===== src/rtl/sum_accum.sv =====
// sum_accum: batch accumulator for 5-bit adder results {in_cout,in_sum}.
// Accepts BATCH results, then presents the 8-bit (mod 256) total, the
// count and a sticky overflow flag until the consumer takes them.
//
// Ports:
//   clk        - clock, rising edge
//   reset      - asynchronous active-low reset
//   in_valid   - adder result on in_sum/in_cout is valid
//   in_sum     - 4-bit adder sum
//   in_cout    - adder carry-out
//   in_ready   - block can accept a result this cycle (ACCUM state)
//   clr        - synchronous clear, highest priority
//   out_valid  - batch result presented (DONE state)
//   out_ready  - consumer takes the batch result
//   out_total  - running / batch sum, mod 256
//   out_count  - results accepted in the current batch
//   out_ovf    - sticky: total wrapped during this batch
module sum_accum #(
  parameter int BATCH = 4
) (
  input  logic       clk,
  input  logic       reset,
  input  logic       in_valid,
  input  logic [3:0] in_sum,
  input  logic       in_cout,
  output logic       in_ready,
  input  logic       clr,
  output logic       out_valid,
  input  logic       out_ready,
  output logic [7:0] out_total,
  output logic [3:0] out_count,
  output logic       out_ovf
);

  localparam logic [3:0] BATCH_L = 4'(BATCH);

  typedef enum logic {
    ACCUM,
    DONE
  } state_t;

  state_t      state, state_nx;
  logic [7:0]  total, total_nx;
  logic [3:0]  count, count_nx;
  logic        ovf, ovf_nx;
  logic [8:0]  sum9;
  logic [3:0]  count_inc;

  assign sum9      = {1'b0, total} + {4'b0000, in_cout, in_sum};
  assign count_inc = count + 4'd1;

  always_comb begin
    state_nx = state;
    total_nx = total;
    count_nx = count;
    ovf_nx   = ovf;
    if (clr) begin
      // clr beats both the input beat and the output handshake
      state_nx = ACCUM;
      total_nx = '0;
      count_nx = '0;
      ovf_nx   = 1'b0;
    end else begin
      case (state)
        ACCUM: begin
          if (in_valid) begin
            total_nx = sum9[7:0];
            count_nx = count_inc;
            ovf_nx   = ovf | sum9[8];
            if (count_inc == BATCH_L) state_nx = DONE;
          end
        end
        DONE: begin
          if (out_ready) begin
            state_nx = ACCUM;
            total_nx = '0;
            count_nx = '0;
            ovf_nx   = 1'b0;
          end
        end
        default: state_nx = ACCUM;
      endcase
    end
  end

  always_ff @(posedge clk or negedge reset) begin
    if (!reset) begin
      state <= ACCUM;
      total <= '0;
      count <= '0;
      ovf   <= 1'b0;
    end else begin
      state <= state_nx;
      total <= total_nx;
      count <= count_nx;
      ovf   <= ovf_nx;
    end
  end

  // Handshake outputs depend on state only: no input-to-output paths.
  assign in_ready  = (state == ACCUM);
  assign out_valid = (state == DONE);
  assign out_total = total;
  assign out_count = count;
  assign out_ovf   = ovf;

endmodule


===== config.mk =====
export PLATFORM = sky130hd
export DESIGN_NAME = sum_accum
export DESIGN_NICKNAME = d
export VERILOG_FILES = /design/src/rtl/sum_accum.sv
export SDC_FILE = /design/constraint.sdc
export NUM_CORES = 1
export LEC_CHECK = 0
export CAP_MARGIN = 20
export CORE_MARGIN = 2
export CORE_UTILIZATION = 48
export DETAILED_ROUTE_END_ITERATION = 8
export HOLD_SLACK_MARGIN = 0.03
export PLACE_DENSITY = 0.82
export SYNTH_ARGS = -nofsm -noshare
export SYNTH_HDL_FRONTEND = slang
export SYNTH_SLANG_ARGS = --single-unit

===== constraint.sdc =====
create_clock -name clk -period 4.95 [get_ports clk]
set_input_delay 0.495 -clock clk [delete_from_list [all_inputs] [get_ports clk]]
set_output_delay 0.495 -clock clk [all_outputs]
set_load 0.02 [all_outputs]

==> results_tabular.tex, run 1 <==
\begin{tabular}{lr}
\hline
Metric & Value \\
\hline
\multicolumn{2}{l}{\textbf{Clock tree}} \\
Clock transition time at the flip-flop clock pins of the worst setup and hold paths & around 0.09 ns \\
Setup Buffers After CTS & 0 \\
Num CTS Buffers & 3 \\
Root buf cell & sky130\_fd\_sc\_hd\_\_clkbuf\_4 \\
Sink Count & 14 \\
Count of hold buffers inserted by post-cts repair & 0 \\
Post-CTS sizing & 0 \\
Insertion delay to the later sink of the worst-skew pair & 0.28 ns \\
CTS tree & done \\
\# H-tree levels & 1 \\
Clk buf depth & 2 \\
\multicolumn{2}{l}{\textbf{Power and ir drop}} \\
Power per cell area & 277.3 mW/mm² \\
Sw Pwr & 0.00009529 W \\
Proportion of power drawn by flip-flops and latches & a little over two fifths \\
Switching share of power & 30.86\% \\
Proportion of power drawn by the clock network & between 20\% and 30\% \\
VDD IR max & 0.1719 mV \\
Internal Power & around 0.00021 W \\
Overall power of the completed layout & 0.0003088 W \\
Leakage power of the design & 0.4923 nW \\
Portion of total power attributed to combinational logic & 30.0\% \\
\multicolumn{2}{l}{\textbf{Global routing}} \\
Total congestion overflow & 0 \\
Initial antenna violation count & 0 \\
Number of global-route vias before repair & 686 \\
Global-route wire length before repair & 2898 µm \\
Pin count of the biggest net entering global routing & 15 \\
Total routing resource utilization after global routing & 19.21\% \\
\multicolumn{2}{l}{\textbf{STA}} \\
Share of the cycle needed by the critical path after routing & 41.60\% \\
Max-slew headroom at the worst pin & 43.25\% \\
Final worst setup slack & 2.891 ns \\
RSZ-0062 raised after global routing & no \\
Worst hold slack & 0.5452 ns \\
Clock tree skew after final layout & 0.001601 ns \\
Crit path time final & 2.059 ns \\
Transition time of the tightest slew-check pin & between 0.8 and 0.9 ns \\
Total negative setup slack & 0 ns \\
Final hold viol count & 0 \\
Max frequency & 0.4856 GHz \\
Final setup violation count & 0 \\
Number of max-slew violations in the final report & 0 \\
\multicolumn{2}{l}{\textbf{Cells and area}} \\
Final core utilization & 71.43\% \\
Share of layout cells above drive strength 1 & 6.731\% \\
Nets & roughly 120 \\
Number of diodes added for antenna fixing & 0 \\
Layout-stage area growth over the synthesis result & 35.46\% \\
\multicolumn{2}{l}{\textbf{Drt}} \\
Vias & 703 \\
Routed via count divided by cell count & 5.858 \\
DRC violation count after routing & 0 \\
Residual antenna-violating net count after detailed routing & 0 \\
Wire length per cell after detailed routing & 14.72 µm \\
Final wirelength & 1766 µm \\
Iteration-0 DRC Markers & 17 \\
Number of optimization iterations in the first detailed-route pass & 4 \\
\multicolumn{2}{l}{\textbf{Synthesis}} \\
Post-synthesis cell count & a little under 80 \\
Syn Area/Cell & around 11 µm² \\
Fraction of the yosys area taken by sequential cells & 42.62\% \\
Combined area of all synthesized cells & 822.0 µm² \\
Post-synthesis net count & between 90 and 100 \\
Count of unique library cells instantiated by Yosys & 31 \\
Synthesis Warnings & 0 \\
Synthesized flop and latch total & 14 \\
\multicolumn{2}{l}{\textbf{Worst hold path}} \\
Hold Path Stages & 2 \\
Worst hold path type & flip-flop to flip-flop \\
\multicolumn{2}{l}{\textbf{Floorplanning}} \\
Number of placed I/O pins & 25 \\
Chip height & between 40 and 50 µm \\
Die Footprint & 0.002060 mm² \\
Floorplan row count & 14 \\
Initial cell density of the core & between 50\% and 60\% \\
Die width & 45.39 µm \\
Total core area & 0.001559 mm² \\
\multicolumn{2}{l}{\textbf{Placement}} \\
Global placement routability congestion & 0.7782 \\
Placed wire-length estimate & between 1000 and 1500 µm \\
Post-Place Worst Slack & 2.643 ns \\
Port Buf Inserts & 24 \\
\multicolumn{2}{l}{\textbf{Critical path}} \\
Worst setup path category & input pin to flip-flop \\
Slowest stage cell, crit path & sky130\_fd\_sc\_hd\_\_fa\_1 \\
Critical Path Fanout Max & 3 \\
Crit end category & flip-flop \\
Kind of start point of the critical path & input pin \\
Cells on worst reg2reg path & 6 \\
Critical path, cell by cell & clkdlybuf4s50\_1 > ha\_1 > fa\_1 > a21o\_1 > a211oi\_1 > or4\_1 > a21oi\_1 \\
Max stage delay on crit path & 0.41 ns \\
Required time of the critical path & 5.12 ns \\
Data arrival time of the worst path & 2.23 ns \\
\multicolumn{2}{l}{\textbf{Status}} \\
Status & finished, final reports clean \\
\multicolumn{2}{l}{\textbf{Flow run}} \\
Max\_cap viols & 0 \\
\hline
\end{tabular}
==> cell families after synthesis <==
logic type / count (synthesis) / synth area share, %
XOR/XNOR: 4 / 4.263
multiplexers: 3 / 3.805
AO/OA/AOI/OAI: 25 / 22.68
AND/OR/NAND/NOR: 20 / 13.09
adder cells (fa/ha/maj): 7 / 11.57
flip-flops: 14 / 42.62
buffers and inverters: 4 / 1.978
==> cells in the mapped netlist <==
cell type | instances | share of area [%]
sky130_fd_sc_hd__a21o_4 | 1 | 1.8
sky130_fd_sc_hd__mux2_2 | 1 | 1.4
sky130_fd_sc_hd__nor2_1 | 1 | 0.46
sky130_fd_sc_hd__or4_1 | 1 | 0.91
sky130_fd_sc_hd__o41ai_1 | 1 | 1.1
sky130_fd_sc_hd__xnor2_1 | 3 | 3.2
sky130_fd_sc_hd__or2b_1 | 1 | 0.91
sky130_fd_sc_hd__a21oi_1 | 6 | 3.7
sky130_fd_sc_hd__ha_1 | 6 | 9.1
sky130_fd_sc_hd__o21ai_0 | 2 | 1.2
sky130_fd_sc_hd__and2_1 | 2 | 1.5
sky130_fd_sc_hd__dfrtp_1 | 14 | 43
sky130_fd_sc_hd__a22o_1 | 5 | 5.3
sky130_fd_sc_hd__nand3_1 | 2 | 1.2
sky130_fd_sc_hd__xor2_1 | 1 | 1.1
sky130_fd_sc_hd__nor2_2 | 1 | 0.76
sky130_fd_sc_hd__buf_2 | 1 | 0.61
sky130_fd_sc_hd__nand2_1 | 8 | 3.7
sky130_fd_sc_hd__o31ai_1 | 2 | 1.8
sky130_fd_sc_hd__nor3b_1 | 1 | 0.91
sky130_fd_sc_hd__a211o_1 | 1 | 1.1
sky130_fd_sc_hd__nand2b_1 | 1 | 0.76
sky130_fd_sc_hd__o2111ai_1 | 1 | 1.1
sky130_fd_sc_hd__nor2b_1 | 1 | 0.76
sky130_fd_sc_hd__inv_1 | 3 | 1.4
sky130_fd_sc_hd__a21o_1 | 3 | 2.7
sky130_fd_sc_hd__a211oi_1 | 2 | 1.8
sky130_fd_sc_hd__fa_1 | 1 | 2.4
sky130_fd_sc_hd__a311oi_1 | 1 | 1.1
sky130_fd_sc_hd__nor4bb_1 | 1 | 1.2
sky130_fd_sc_hd__mux2i_1 | 2 | 2.4
==> per-stage QoR <==
stage	std cells	cell area, µm²
2_1_floorplan	77	822.0
5_1_grt	120	1114
3_3_place_gp	116	1077
6_report	120	1114
3_5_place_dp	116	1077
4_1_cts	120	1114
==> critical path, delay by kind of cell <==
family	cells	cell delay (ns)
simple gates	1	0.16
buf+inv	1	0.40
compound gates	3	0.55
fa+ha+maj	2	0.63
==> worst paths after layout <==
kind / end / slack [ns] / from
min in group asynchronous: out_count[1] / 0.60 / reset
max in group asynchronous: out_valid / 3.94 / reset
worst min-delay path: out_ovf / 0.55 / out_ovf
worst min register to register: out_ovf / 0.55 / out_ovf
worst max register to register: out_total[6] / 3.10 / out_total[0]
worst max-delay path: out_total[6] / 2.89 / in_sum[0]
==> sequential cells by signal, summed over array words and instances (netlist names) <==
register	cells
out_count	4
out_valid	1
out_ovf	1
out_total	8
==> per-layer routing <==
layer	vias up	track usage (%)	wire length [µm]
met2	19	31.55	843
met4	0	5.882	21
met1	339	25.51	841
li1	341	-	-
met5	-	0	0
met3	4	3.571	60
==> cell type report <==
| type | count | area [µm²] |
|---|---|---|
| Multi-Input combinational cell | 59 | 455.4 |
| Inverter | 3 | 11.26 |
| Timing Repair Buffer | 24 | 240.2 |
| Tap cell | 16 | 20.02 |
| Clock buffer | 4 | 36.28 |
| Sequential cell | 14 | 350.3 |
| Fill cell | 116 | 445.4 |
==> power by group through the flow <==
stage / Combinational (W) / Sequential, W / Clock [W]
floorplan: 0.0000443 / 0.000144 / 0
global placement: 0.0000898 / 0.000134 / 0
detailed placement: 0.0000915 / 0.000134 / 0
CTS: 0.0000927 / 0.000132 / 0.0000845
global route: 0.000101 / 0.000133 / 0.0000894
finish: 0.0000925 / 0.000132 / 0.0000843
==> cell usage in the layout, fill, tap and decap left out, types with 3 or more instances in the layout <==
master	count
sky130_fd_sc_hd__xnor2_1	3
sky130_fd_sc_hd__inv_1	3
sky130_fd_sc_hd__dfrtp_1	14
sky130_fd_sc_hd__nand2_1	8
sky130_fd_sc_hd__a21oi_1	6
sky130_fd_sc_hd__a21o_1	3
sky130_fd_sc_hd__a22o_1	5
sky130_fd_sc_hd__clkbuf_4	3
sky130_fd_sc_hd__ha_1	6
sky130_fd_sc_hd__clkdlybuf4s50_1	24
Note: power is estimated with default switching activity, not from simulation.
==> inputs of run 2 (changes only) <==
CORE_UTILIZATION = 45   (was 48)
PLACE_DENSITY = 0.77   (was 0.82)
clock period = 2.1 ns   (was 4.95 ns; I/O delays follow)
==> run 2 against run 1 <==
  * Count of clock-buffer cells in the layout did not move
  * Utilization fell by 5.8 points
  * Sequential share of layout area decreased by 0.52 points
  * Critical path depth fell by 1
  * Die area increased by 6.1%
  * Total power up 140%
  * Non-clock buffer count is 1 higher
  * Largest power group unchanged
==> results_tabular.tex, run 2 (synthesis results as in run 1) <==
\begin{tabular}{lr}
\hline
Metric & Value \\
\hline
\multicolumn{2}{l}{\textbf{Worst hold path}} \\
Worst hold path type & input pin to async pin \\
\multicolumn{2}{l}{\textbf{STA}} \\
Number of max-slew violations in the final report & 0 \\
Crit path time final & 1.867 ns \\
Clock tree skew after final layout & 0.001333 ns \\
Max-slew headroom at the worst pin & 57.17\% \\
Transition time of the tightest slew-check pin & 0.6404 ns \\
Max frequency & about 0.54 GHz \\
Final hold viol count & 0 \\
Final setup violation count & 0 \\
Final worst setup slack & between 0.2 and 0.25 ns \\
RSZ-0062 raised after global routing & no \\
Share of the cycle needed by the critical path after routing & 88.88\% \\
\multicolumn{2}{l}{\textbf{Clock tree}} \\
Sink Count & 14 \\
Insertion delay to the later sink of the worst-skew pair & 0.29 ns \\
Count of hold buffers inserted by post-cts repair & 0 \\
Post-CTS sizing & 0 \\
Clk buf depth & 2 \\
\# H-tree levels & 1 \\
Clock transition time at the flip-flop clock pins of the worst setup and hold paths & 0.09 ns \\
Root buf cell & sky130\_fd\_sc\_hd\_\_clkbuf\_4 \\
Num CTS Buffers & 3 \\
CTS tree & done \\
Setup Buffers After CTS & 0 \\
\multicolumn{2}{l}{\textbf{Critical path}} \\
Crit end category & flip-flop \\
Required time of the critical path & $\sim$2.3 ns \\
Worst setup path category & flip-flop to flip-flop \\
Slowest stage cell, crit path & sky130\_fd\_sc\_hd\_\_dfrtp\_1 \\
Kind of start point of the critical path & flip-flop \\
Critical Path Fanout Max & 3 \\
Data arrival time of the worst path & approximately 2.0 ns \\
Max stage delay on crit path & 0.41 ns \\
Critical path, cell by cell & ha\_1 > fa\_1 > a21o\_1 > a211oi\_1 > or4\_1 > a21oi\_1 \\
\multicolumn{2}{l}{\textbf{Floorplanning}} \\
Initial cell density of the core & 47.61\% \\
Floorplan row count & 15 \\
Die Footprint & around 0.0022 mm² \\
Total core area & 0.001727 mm² \\
Die width & 46.74 µm \\
Number of placed I/O pins & 25 \\
Chip height & 46.74 µm \\
\multicolumn{2}{l}{\textbf{Drt}} \\
Number of optimization iterations in the first detailed-route pass & 4 \\
Vias & 717 \\
Routed via count divided by cell count & between 5 and 6 \\
Iteration-0 DRC Markers & 14 \\
Wire length per cell after detailed routing & 14.18 µm \\
DRC violation count after routing & 0 \\
Final wirelength & about 1800 µm \\
Residual antenna-violating net count after detailed routing & 0 \\
\multicolumn{2}{l}{\textbf{Global routing}} \\
Number of global-route vias before repair & a little under 700 \\
Initial antenna violation count & 0 \\
Total congestion overflow & 0 \\
Pin count of the biggest net entering global routing & 15 \\
Total routing resource utilization after global routing & 19.39\% \\
Global-route wire length before repair & 2898 µm \\
\multicolumn{2}{l}{\textbf{Flow run}} \\
Max\_cap viols & 0 \\
\multicolumn{2}{l}{\textbf{Power and ir drop}} \\
Leakage power of the design & 0.4974 nW \\
Power per cell area & 648.7 mW/mm² \\
VDD IR max & roughly 0.43 mV \\
\multicolumn{2}{l}{\textbf{Cells and area}} \\
Flip-flop count of the largest register after layout & 8 \\
Commonest cells after routing, fill and taps aside & sky130\_fd\_sc\_hd\_\_clkdlybuf4s50\_1, sky130\_fd\_sc\_hd\_\_dfrtp\_1, sky130\_fd\_sc\_hd\_\_nand2\_1 \\
Final core utilization & 65.58\% \\
Final instance count without filler cells & 130 \\
Nets & between 100 and 150 \\
Share of layout cells above drive strength 1 & about 7.6\% \\
Commonest non-fill, non-tap cell in the layout & sky130\_fd\_sc\_hd\_\_clkdlybuf4s50\_1 \\
Number of diodes added for antenna fixing & 0 \\
Layout-stage area growth over the synthesis result & 37.75\% \\
FILL cells & 144 \\
\multicolumn{2}{l}{\textbf{Placement}} \\
Post-Place Worst Slack & -0.009957 ns \\
Global placement routability congestion & 0.7490 \\
Placed cells & 126 \\
Port Buf Inserts & 24 \\
Placed wire-length estimate & 1397 µm \\
\multicolumn{2}{l}{\textbf{Status}} \\
Status & finished, final reports clean \\
\hline
\end{tabular}
## run 2: worst paths after layout
check                              from      endpoint  slack [ns]  cells after the start
max in group asynchronous         reset       out_ovf        1.38                      1
max                        out_total[0]  out_total[6]        0.23                      6
min reg2reg                out_total[2]  out_total[2]        0.53                      2
min in group clk           out_total[2]  out_total[2]        0.53                      2
min                               reset  out_count[1]        0.31                      1
max reg2reg                out_total[0]  out_total[6]        0.23                      6
## run 2: cell type report
cell class / instances / area (µm²) / share of cell area [%]
multi-input cells: 59 / 455.4 / 40.22
flip-flops and latches: 14 / 350.3 / 30.94
repair buffers: 25 / 247.7 / 21.88
clock buffers: 4 / 36.28 / 3.204
well taps: 25 / 31.28 / 2.762
inverters: 3 / 11.26 / 0.9945
## run 2: critical path, delay by kind of cell (launching register included)
family / cells / cell delay, ns
compound gates: 3 / 0.55
fa+ha+maj: 2 / 0.63
simple gates: 1 / 0.16
flops: 1 / 0.41
## run 2: through the flow
stage               setup TNS (ns)  hold WS, ns  instance area [µm²]  power (W)
floorplan                        0     -0.08559                822.0  0.0004430
global placement                 0       0.5045                 1096  0.0005293
detailed placement       -0.009957       0.5075                 1096  0.0005374
CTS                              0       0.3281                 1132  0.0007359
global route                     0       0.3538                 1132  0.0007732
finish                           0       0.3062                 1132  0.0007346
## run 2: power breakdown
part	internal (W)	switching [W]	total, W
clock network	0.000106	0.0000957	0.000201
logic	0.000110	0.000112	0.000222
registers	0.000290	0.0000211	0.000311
total	0.000505	0.000229	0.000735
## run 2: metal layers
layer  global-route usage (%)  part of all wire [%]
met1                    24.02                    45
met2                    31.11                    49
met3                    4.615                   4.0
met4                    11.11                   1.5
met5                        0                     0
==> inputs of run 3 (changes only) <==
CORE_MARGIN = 4   (was 2)
==> run 3 against run 2 <==
  * Final cell count is the same
  * Setup slack gained 0.0023 ns
  * Sequential power is essentially flat
  * Final area is the same
  * Total power shrank 0.21%
  * Maximum frequency grew 0.13%
  * Combinational power is essentially flat
  * Critical endpoint unchanged
  * Largest cell class unchanged
==> results_tabular.tex, run 3 (synthesis results as in run 1) <==
\begin{tabular}{lr}
\hline
Metric & Value \\
\hline
\multicolumn{2}{l}{\textbf{Status}} \\
Status & finished, final reports clean \\
\multicolumn{2}{l}{\textbf{Clock tree}} \\
Sink Count & 14 \\
Setup Buffers After CTS & 0 \\
Insertion delay to the later sink of the worst-skew pair & 0.29 ns \\
Count of hold buffers inserted by post-cts repair & 0 \\
Clock transition time at the flip-flop clock pins of the worst setup and hold paths & approximately 0.090 ns \\
Clk buf depth & 2 \\
Post-CTS sizing & 0 \\
CTS tree & done \\
Root buf cell & sky130\_fd\_sc\_hd\_\_clkbuf\_4 \\
\# H-tree levels & 1 \\
Num CTS Buffers & 3 \\
\multicolumn{2}{l}{\textbf{Global routing}} \\
Grt met1 use & 19.14\% \\
Initial antenna violation count & 0 \\
Total routing resource utilization after global routing & roughly 16\% \\
Grt met3 use & 2.077\% \\
Met2 GRT Util & 28.48\% \\
Number of global-route vias before repair & 718 \\
Total congestion overflow & 0 \\
Global-route wire length before repair & 3125 µm \\
Most crowded layer after global routing & met2 \\
Pin count of the biggest net entering global routing & 15 \\
\multicolumn{2}{l}{\textbf{Drt}} \\
Wire length per cell after detailed routing & 14.27 µm \\
DRC violation count after routing & 0 \\
Residual antenna-violating net count after detailed routing & 0 \\
Number of optimization iterations in the first detailed-route pass & 4 \\
Iteration-0 DRC Markers & 6 \\
Final wirelength & 1855 µm \\
Vias & 693 \\
Routed via count divided by cell count & between 5 and 6 \\
\multicolumn{2}{l}{\textbf{Flow run}} \\
Max\_cap viols & 0 \\
\multicolumn{2}{l}{\textbf{STA}} \\
Worst hold slack & 0.3134 ns \\
Clock tree skew after final layout & 0.004901 ns \\
Max frequency & 0.5364 GHz \\
Total negative setup slack & 0 ns \\
Final setup violation count & 0 \\
Crit path time final & 1.864 ns \\
Share of the cycle needed by the critical path after routing & roughly 90\% \\
Final hold viol count & 0 \\
Max-slew headroom at the worst pin & 56.09\% \\
Transition time of the tightest slew-check pin & 0.6566 ns \\
Number of max-slew violations in the final report & 0 \\
RSZ-0062 raised after global routing & no \\
\multicolumn{2}{l}{\textbf{Placement}} \\
Port Buf Inserts & 24 \\
Placed wire-length estimate & 1416 µm \\
Placed inst area & between 0.001 and 0.0015 mm² \\
Global placement routability congestion & 0.8145 \\
\multicolumn{2}{l}{\textbf{Critical path}} \\
Critical Path Fanout Max & 3 \\
Slack of the worst reg-to-reg path & 0.24 ns \\
Worst setup path category & flip-flop to flip-flop \\
Cells on worst reg2reg path & 6 \\
End of the worst register-to-register path & out\_total[6] \\
Kind of start point of the critical path & flip-flop \\
Required time of the critical path & between 2 and 2.5 ns \\
Data arrival time of the worst path & 2.03 ns \\
Crit end category & flip-flop \\
Startpoint of the lowest-slack register-to-register path & out\_total[0] \\
\multicolumn{2}{l}{\textbf{Floorplanning}} \\
Number of placed I/O pins & 25 \\
Die Footprint & $\sim$0.0026 mm² \\
Floorplan row count & 15 \\
Die width & 50.74 µm \\
Initial cell density of the core & 47.61\% \\
Chip height & between 50 and 60 µm \\
Total core area & 0.001727 mm² \\
\multicolumn{2}{l}{\textbf{Cells and area}} \\
Flip-flop count of the largest register after layout & 8 \\
Commonest cells after routing, fill and taps aside & sky130\_fd\_sc\_hd\_\_clkdlybuf4s50\_1, sky130\_fd\_sc\_hd\_\_dfrtp\_1, sky130\_fd\_sc\_hd\_\_nand2\_1 \\
Final core utilization & 65.58\% \\
Layout-stage area growth over the synthesis result & 37.75\% \\
Number of diodes added for antenna fixing & 0 \\
Nets & 123 \\
Area of all placed cells without fillers & 0.001132 mm² \\
Commonest non-fill, non-tap cell in the layout & sky130\_fd\_sc\_hd\_\_clkdlybuf4s50\_1 \\
Share of layout cells above drive strength 1 & 7.619\% \\
\multicolumn{2}{l}{\textbf{Worst hold path}} \\
Worst hold path type & input pin to async pin \\
\multicolumn{2}{l}{\textbf{Power and ir drop}} \\
Leakage power of the design & 0.4974 nW \\
Power per cell area & 647.3 mW/mm² \\
VDD IR max & 0.4764 mV \\
\hline
\end{tabular}
## run 3: cell counts in the layout (fill, tap and decap cells not counted)
Identical to the previous run, type by type.
## run 3: how the worst max path moves through the flow
| stage | start | end | slack, ns | cells after the start |
|---|---|---|---|---|
| final | out_total[0] | out_total[6] | 0.24 | 6 |
| after global routing | out_total[0] | out_total[6] | 0.1 | 6 |
| after CTS | out_total[0] | out_total[6] | 0.24 | 6 |
| after detailed placement | in_sum[0] | out_total[6] | 0.05 | 7 |
| after global placement | in_sum[0] | out_total[6] | 0.1 | 7 |
| after floorplan | out_total[0] | out_total[6] | 0.31 | 6 |
## run 3: stage by stage
stage	std cells	power (W)	worst slack [ns]
finish	130	0.0007330	0.2358
global route	130	0.0007721	0.09879
CTS	130	0.0007368	0.2400
detailed placement	126	0.0005350	0.04610
global placement	126	0.0005294	0.09591
floorplan	77	0.0004430	0.3052
## run 3: power breakdown
group	total, W	switching [W]	internal (W)	leakage (nW)
logic	0.000220	0.000110	0.000109	0.286
clock network	0.000203	0.0000971	0.000106	0.0210
registers	0.000311	0.0000208	0.000290	0.190
total	0.000733	0.000228	0.000505	0.497
## run 3: layout make-up
type,count,area (µm²)
Clock buffer,4,36.28
Timing Repair Buffer,25,247.7
Tap cell,25,31.28
Fill cell,157,594.3
Multi-Input combinational cell,59,455.4
Sequential cell,14,350.3
Inverter,3,11.26
## run 3: routing by layer
metal	vias to the layer above	routed length [µm]	share of wire, %
met3	5	67	3.6
li1	346	-	-
met2	18	896	48
met1	324	847	46
met5	-	0	0
met4	0	42	2.3
## run 3: critical path: stages (launching register included)
cell and delay (ns):
sky130_fd_sc_hd__dfrtp_1 0.41, sky130_fd_sc_hd__ha_1 0.21, sky130_fd_sc_hd__fa_1 0.41, sky130_fd_sc_hd__a21o_1 0.20
sky130_fd_sc_hd__a211oi_1 0.29, sky130_fd_sc_hd__or4_1 0.16, sky130_fd_sc_hd__a21oi_1 0.06
